### src/rtl/pipe_controller.sv
// Main pipeline controller: ID-stage decode, IDLE/STARTING/RUN/FLUSH sequencing,
// load-use stalling, post-transfer flush bubbles and return-stack occupancy tracking.
module pipe_controller #(
  parameter int PC_W        = 12,
  parameter int REG_ADDR_W  = 3,
  parameter int FLUSH_DEPTH = 2,
  parameter int STACK_DEPTH = 8
) (
  input  logic                  clk,
  input  logic                  rst,
  input  logic                  start,
  input  logic                  halt,
  input  logic [PC_W-1:0]       pc,
  input  logic [4:0]            opcodeFunc,
  input  logic                  Cin,
  input  logic                  Zin,
  input  logic [REG_ADDR_W-1:0] idRs1,
  input  logic [REG_ADDR_W-1:0] idRs2,
  input  logic [REG_ADDR_W-1:0] exRd,
  input  logic                  exLdm,
  output logic                  push,
  output logic                  pop,
  output logic                  memWriteEn,
  output logic                  regWriteEn,
  output logic                  immAndmem,
  output logic                  stm,
  output logic                  ldm,
  output logic                  cWriteEn,
  output logic                  zWriteEn,
  output logic [3:0]            aluOp,
  output logic [1:0]            pcSel,
  output logic                  stall,
  output logic                  flush,
  output logic                  busy,
  output logic [7:0]            spCount,
  output logic                  stackErr
);

  typedef enum logic [1:0] {S_IDLE, S_STARTING, S_RUN, S_FLUSH} state_t;

  localparam logic [2:0] FLUSH_LOAD = 3'(FLUSH_DEPTH - 1);
  localparam logic [7:0] STACK_MAX  = 8'(STACK_DEPTH);

  state_t     state_q, state_d;
  logic [2:0] fcnt_q, fcnt_d;
  logic [7:0] sp_q, sp_d;
  logic       err_q, err_d;

  // pc is carried for the datapath's benefit only; decode never looks at it.
  logic unused_pc;
  assign unused_pc = ^pc;

  logic is_alu, is_alu2, is_ldm, is_stm, is_br, is_jmp, is_call, is_ret;
  logic use_rs1, use_rs2, hazard, br_taken, take;

  assign is_alu  = ~opcodeFunc[4];
  assign is_alu2 = (opcodeFunc[4:2] == 3'b110);
  assign is_ldm  = (opcodeFunc == 5'b10000);
  assign is_stm  = (opcodeFunc == 5'b10001);
  assign is_br   = (opcodeFunc[4:2] == 3'b101);
  assign is_jmp  = (opcodeFunc == 5'b11100);
  assign is_call = (opcodeFunc == 5'b11101);
  assign is_ret  = (opcodeFunc == 5'b11110);

  assign use_rs1 = is_alu | is_alu2 | is_ldm | is_stm;
  assign use_rs2 = (opcodeFunc[4:3] == 2'b00) | is_alu2 | is_stm;
  assign hazard  = exLdm & ((use_rs1 & (idRs1 == exRd)) | (use_rs2 & (idRs2 == exRd)));

  always_comb begin
    case (opcodeFunc[1:0])
      2'd0:    br_taken = Zin;
      2'd1:    br_taken = ~Zin;
      2'd2:    br_taken = Cin;
      default: br_taken = ~Cin;
    endcase
  end

  always_ff @(posedge clk) begin
    if (!rst) begin
      state_q <= S_IDLE;
      fcnt_q  <= '0;
      sp_q    <= '0;
      err_q   <= 1'b0;
    end else begin
      state_q <= state_d;
      fcnt_q  <= fcnt_d;
      sp_q    <= sp_d;
      err_q   <= err_d;
    end
  end

  always_comb begin
    state_d    = state_q;
    fcnt_d     = fcnt_q;
    sp_d       = sp_q;
    err_d      = err_q;
    take       = 1'b0;
    push       = 1'b0;
    pop        = 1'b0;
    memWriteEn = 1'b0;
    regWriteEn = 1'b0;
    immAndmem  = 1'b0;
    stm        = 1'b0;
    ldm        = 1'b0;
    cWriteEn   = 1'b0;
    zWriteEn   = 1'b0;
    aluOp      = 4'd0;
    pcSel      = 2'd0;
    stall      = 1'b0;
    flush      = 1'b0;

    case (state_q)
      S_IDLE: begin
        if (start) state_d = S_STARTING;
      end
      S_STARTING: begin
        if (!start) state_d = S_RUN;
      end
      S_RUN: begin
        if (halt) begin
          state_d = S_IDLE;
        end else if (hazard) begin
          stall = 1'b1;
        end else begin
          if (is_alu) begin
            regWriteEn = 1'b1;
            cWriteEn   = 1'b1;
            zWriteEn   = 1'b1;
            immAndmem  = opcodeFunc[3];
            aluOp      = {1'b0, opcodeFunc[2:0]};
          end
          if (is_alu2) begin
            regWriteEn = 1'b1;
            zWriteEn   = 1'b1;
            cWriteEn   = ~opcodeFunc[1];
            aluOp      = {2'b10, opcodeFunc[1:0]};
          end
          if (is_ldm) begin
            regWriteEn = 1'b1;
            immAndmem  = 1'b1;
            ldm        = 1'b1;
          end
          if (is_stm) begin
            memWriteEn = 1'b1;
            immAndmem  = 1'b1;
            stm        = 1'b1;
          end
          if (is_br && br_taken) begin
            pcSel = 2'd3;
            take  = 1'b1;
          end
          if (is_jmp) begin
            pcSel = 2'd1;
            take  = 1'b1;
          end
          // A call/return that would over/underflow the stack degrades to a NOP.
          if (is_call) begin
            if (sp_q < STACK_MAX) begin
              push  = 1'b1;
              pcSel = 2'd1;
              sp_d  = sp_q + 8'd1;
              take  = 1'b1;
            end else begin
              err_d = 1'b1;
            end
          end
          if (is_ret) begin
            if (sp_q != 8'd0) begin
              pop   = 1'b1;
              pcSel = 2'd2;
              sp_d  = sp_q - 8'd1;
              take  = 1'b1;
            end else begin
              err_d = 1'b1;
            end
          end
          if (take) begin
            state_d = S_FLUSH;
            fcnt_d  = FLUSH_LOAD;
          end
        end
      end
      default: begin
        flush = 1'b1;
        if (halt) begin
          state_d = S_IDLE;
          fcnt_d  = '0;
        end else if (fcnt_q == 3'd0) begin
          state_d = S_RUN;
        end else begin
          fcnt_d = fcnt_q - 3'd1;
        end
      end
    endcase
  end

  assign busy     = (state_q != S_IDLE);
  assign spCount  = sp_q;
  assign stackErr = err_q;

endmodule

### config.mk
export PLATFORM = sky130hd
export DESIGN_NAME = pipe_controller
export DESIGN_NICKNAME = d
export VERILOG_FILES = /design/src/rtl/pipe_controller.sv
export SDC_FILE = /design/constraint.sdc
export NUM_CORES = 1
export LEC_CHECK = 0
export ABC_CLOCK_PERIOD_IN_PS = 4600
export CAP_MARGIN = 10
export CORE_MARGIN = 1.5
export CORE_UTILIZATION = 30
export DETAILED_ROUTE_END_ITERATION = 7
export DONT_BUFFER_PORTS = 1
export PLACE_DENSITY = 0.42
export SETUP_SLACK_MARGIN = 0.5
export SLEW_MARGIN = 25
export SYNTH_ARGS = -nofsm -noshare
export SYNTH_HDL_FRONTEND = slang
export SYNTH_SLANG_ARGS = --single-unit
### constraint.sdc
create_clock -name clk -period 4.6 [get_ports clk]
set_input_delay 1.38 -clock clk [delete_from_list [all_inputs] [get_ports clk]]
set_output_delay 1.38 -clock clk [all_outputs]
set_load 0.03 [all_outputs]
==> out/results.txt <==
Yosys reg bits: 14
DIE HEIGHT: 72.3 um
RSZ-0062 raised after global routing: yes
total track usage: 14.7%
DRC viols: 0
initial antenna violation count: 0
Initial Utilization: 30.7%
Fin. Hold Viols: 0
final setup TNS: 0 ns
Worst R2R End: fcnt_q[0]
Critical Path Stages: 6
TritonCTS buffer count: 3
antenna fix cells: 0
DP HPWL: 2910 um
Yosys warning count: 0
total core area: 0.00469 sq mm
worst hold path class: register to register
hold path endpoint: state_q[1]
first-pass GRT wire length: 6080 um
flop2flop setup slack: 1.90 ns
CTS tree: yes
num rows: 25
hold path start: state_q[1]
largest net degree at the start of global routing: 14
Slew HR: 64.1%
Non-Filler Instances: 231
post-route setup slack: 0.514 ns
iteration count of the initial detailed-routing pass: 4
Synth top area share: 19.4%
Yosys top cell by area: dfxtp_1
reg-to-reg critical path startpoint: spCount[0]
Vias/cell: 5.42
skew final: 0.00595 ns
top area cells in the synthesized netlist: dfxtp_1 19%, ha_1 6.9%, nor2_1 5.2%
Num Clock Sinks: 14
H-tree depth: 1
R2R depth: 8
Post-synth EDFFs: 0
number of placed I/O pins: 60
Post-synth top flop: dfxtp_1
slew at the pin with the worst max-slew slack: 0.538 ns
Util after Layout: 35.1%
CTS Buffer Depth: 2
Detailed Route WL: 3670 um
DP Worst Slack: 0.331 ns
crit path time final: 4.09 ns
global route overflow: 0
Fillers: 492
DIE WIDTH: 72.3 um
clk slew on worst S/H paths: 0.06 ns
fmax: 245 MHz
cells along the critical path: and2b_1 > o21bai_2 > a2111oi_4 > buf_4 > or2_2 > a21oi_2
worst-skew pair later-pin latency: 0.25 ns
CP endpoint kind: primary output
share of layout cells above drive strength 1: 24.9%
crit path DAT: 2.71 ns
async set-or-reset flop fraction in the synthesized netlist: 0%
CP max-delay cell: or2_2
placed insts: 224
wire per inst: 15.9 um
Pwr Density: 333 mW/mm^2
synth-to-layout area growth: 14.1%
die area: 0.00523 sq mm
CP Buf/Inv Count: 1
DR vias: 1,251
Root Buffer: clkbuf_8
Crit Path Max Fanout: 11
Syn Nets: 216
total power draw: 548 uW
Pins Over Slew Limit: 0
DRT antenna net count: 0
mean post-synth cell area: 8.24 sq um
sequential share of the synthesized area: 19.4%
RePlAce Congestion: 0.796
max cap viols: 0
Leakage: 0.000588 uW
top-count cell post-synth: nor2_1
crit-path max cell delay: 0.37 ns
cell family contributing the most delay on the critical path: compound AO/OA/AOI/OAI gates
synthesized area: 0.00144 sq mm
Crit Path Class: primary input to primary output
synth cell count leaders: 20 x nor2_1, 14 x dfxtp_1, 13 x a21oi_1
vias in the first global route: 1,288
period utilisation layout: 88.8%
hold path cells: 2
Setup Viol. Count Final: 0
Worst VDD drop: 0.000244 V
I/O Buffers: 0
number of distinct library cells after synthesis: 53
Final nets: 219
CP startpoint kind: primary input
Mapped Cells: 175
critical path required time: 3.22 ns
status: finished, final reports clean
DR iter-0 viols: 83
[sequential cells by signal (all words and copies together), names as in the netlist]
register / cells
spCount: 8
stackErr: 1
state_q: 2
fcnt_q: 3
[metrics by stage]
| step | area (sq um) | hold slack, ns |
|---|---|---|
| finish | 1650 | 0.560 |
| global route | 1650 | 0.589 |
| CTS | 1610 | 0.565 |
| detailed placement | 1550 | 0.557 |
| global placement | 1550 | 0.550 |
| floorplan | 1520 | 0.523 |
[worst max path at each step]
| stage | from | to |
|---|---|---|
| detailed placement | opcodeFunc[1] | pcSel[0] |
| finish | opcodeFunc[1] | regWriteEn |
| CTS | opcodeFunc[1] | stall |
| floorplan | opcodeFunc[1] | stall |
| global route | opcodeFunc[1] | regWriteEn |
| global placement | opcodeFunc[1] | pcSel[0] |
[layout make-up]
| cell class | count | area (sq um) | share of cell area (%) |
|---|---|---|---|
| Sequential cell | 14 | 280 | 17.0 |
| Inverter | 11 | 41.3 | 2.51 |
| Multi-Input combinational cell | 143 | 1160 | 70.7 |
| Clock buffer | 4 | 55.1 | 3.34 |
| Tap cell | 54 | 67.6 | 4.10 |
| Timing Repair Buffer | 5 | 37.5 | 2.28 |
[repair_timing]
action	CTS	global route
cloned	0	1
resized for setup	1	5
pin swaps	1	3
hold buffers	0	0
setup endpoints to repair	14	16
buffers inserted	0	2
[cell usage in the layout (no fill, tap or decap), types with 2 or more instances in the layout]
| master | n |
|---|---|
| or3_1 | 2 |
| nor2_1 | 16 |
| nor3_1 | 6 |
| a21oi_2 | 3 |
| a41oi_1 | 2 |
| o21ai_0 | 5 |
| nand2_1 | 11 |
| a31oi_1 | 2 |
| inv_1 | 11 |
| buf_4 | 5 |
| a2111oi_4 | 2 |
| mux2i_1 | 2 |
| nor2_2 | 4 |
| o311a_1 | 2 |
| and2_1 | 3 |
| o21a_1 | 2 |
| nor3_4 | 2 |
| nand2b_1 | 4 |
| nand3_1 | 3 |
| ha_1 | 8 |
| dfxtp_1 | 14 |
| and3_2 | 3 |
| xor2_1 | 4 |
| nor2b_1 | 5 |
| clkbuf_8 | 4 |
| nor4_1 | 3 |
| a21boi_0 | 2 |
| and4bb_2 | 2 |
| a21oi_1 | 9 |
| xnor2_1 | 8 |
[worst reg2reg max path, delay by kind of cell (launching register included)]
kind	cells	cell delay (ns)
DFF	1	0.62
buffers and inverters	1	0.15
adders and majority gates	1	0.26
AOI/OAI and AO/OA	4	1.23
and+or+nand+nor	2	0.33
[report_power, final]
part | total, uW | internal [uW] | switching (uW) | leakage (uW)
clock | 124 | 75.9 | 48.0 | 0.0000288
sequential | 162 | 139 | 23.0 | 0.000113
combinational | 262 | 107 | 155 | 0.000446
[layer usage]
metal  vias up  global-route usage [%]  wire length, um  part of all wire (%)
li1        633                       -                -                     -
met4         0                    3.14               25                  0.68
met1       593                    15.7             1450                    39
met3         2                    4.17              197                   5.4
met5         -                       0                0                     0
met2        23                    28.4             2000                    55
[logic make-up after synthesis]
kind of cell	count (synthesis)	synth area share, %
AND/OR/NAND/NOR	78	32.7
AO/OA/AOI/OAI	41	24.8
XOR/XNOR	12	7.29
buffers and inverters	19	6.42
multiplexers	3	2.43
flip-flops	14	19.4
adder cells (fa/ha/maj)	8	6.94
(Power assumes the default switching activity.)
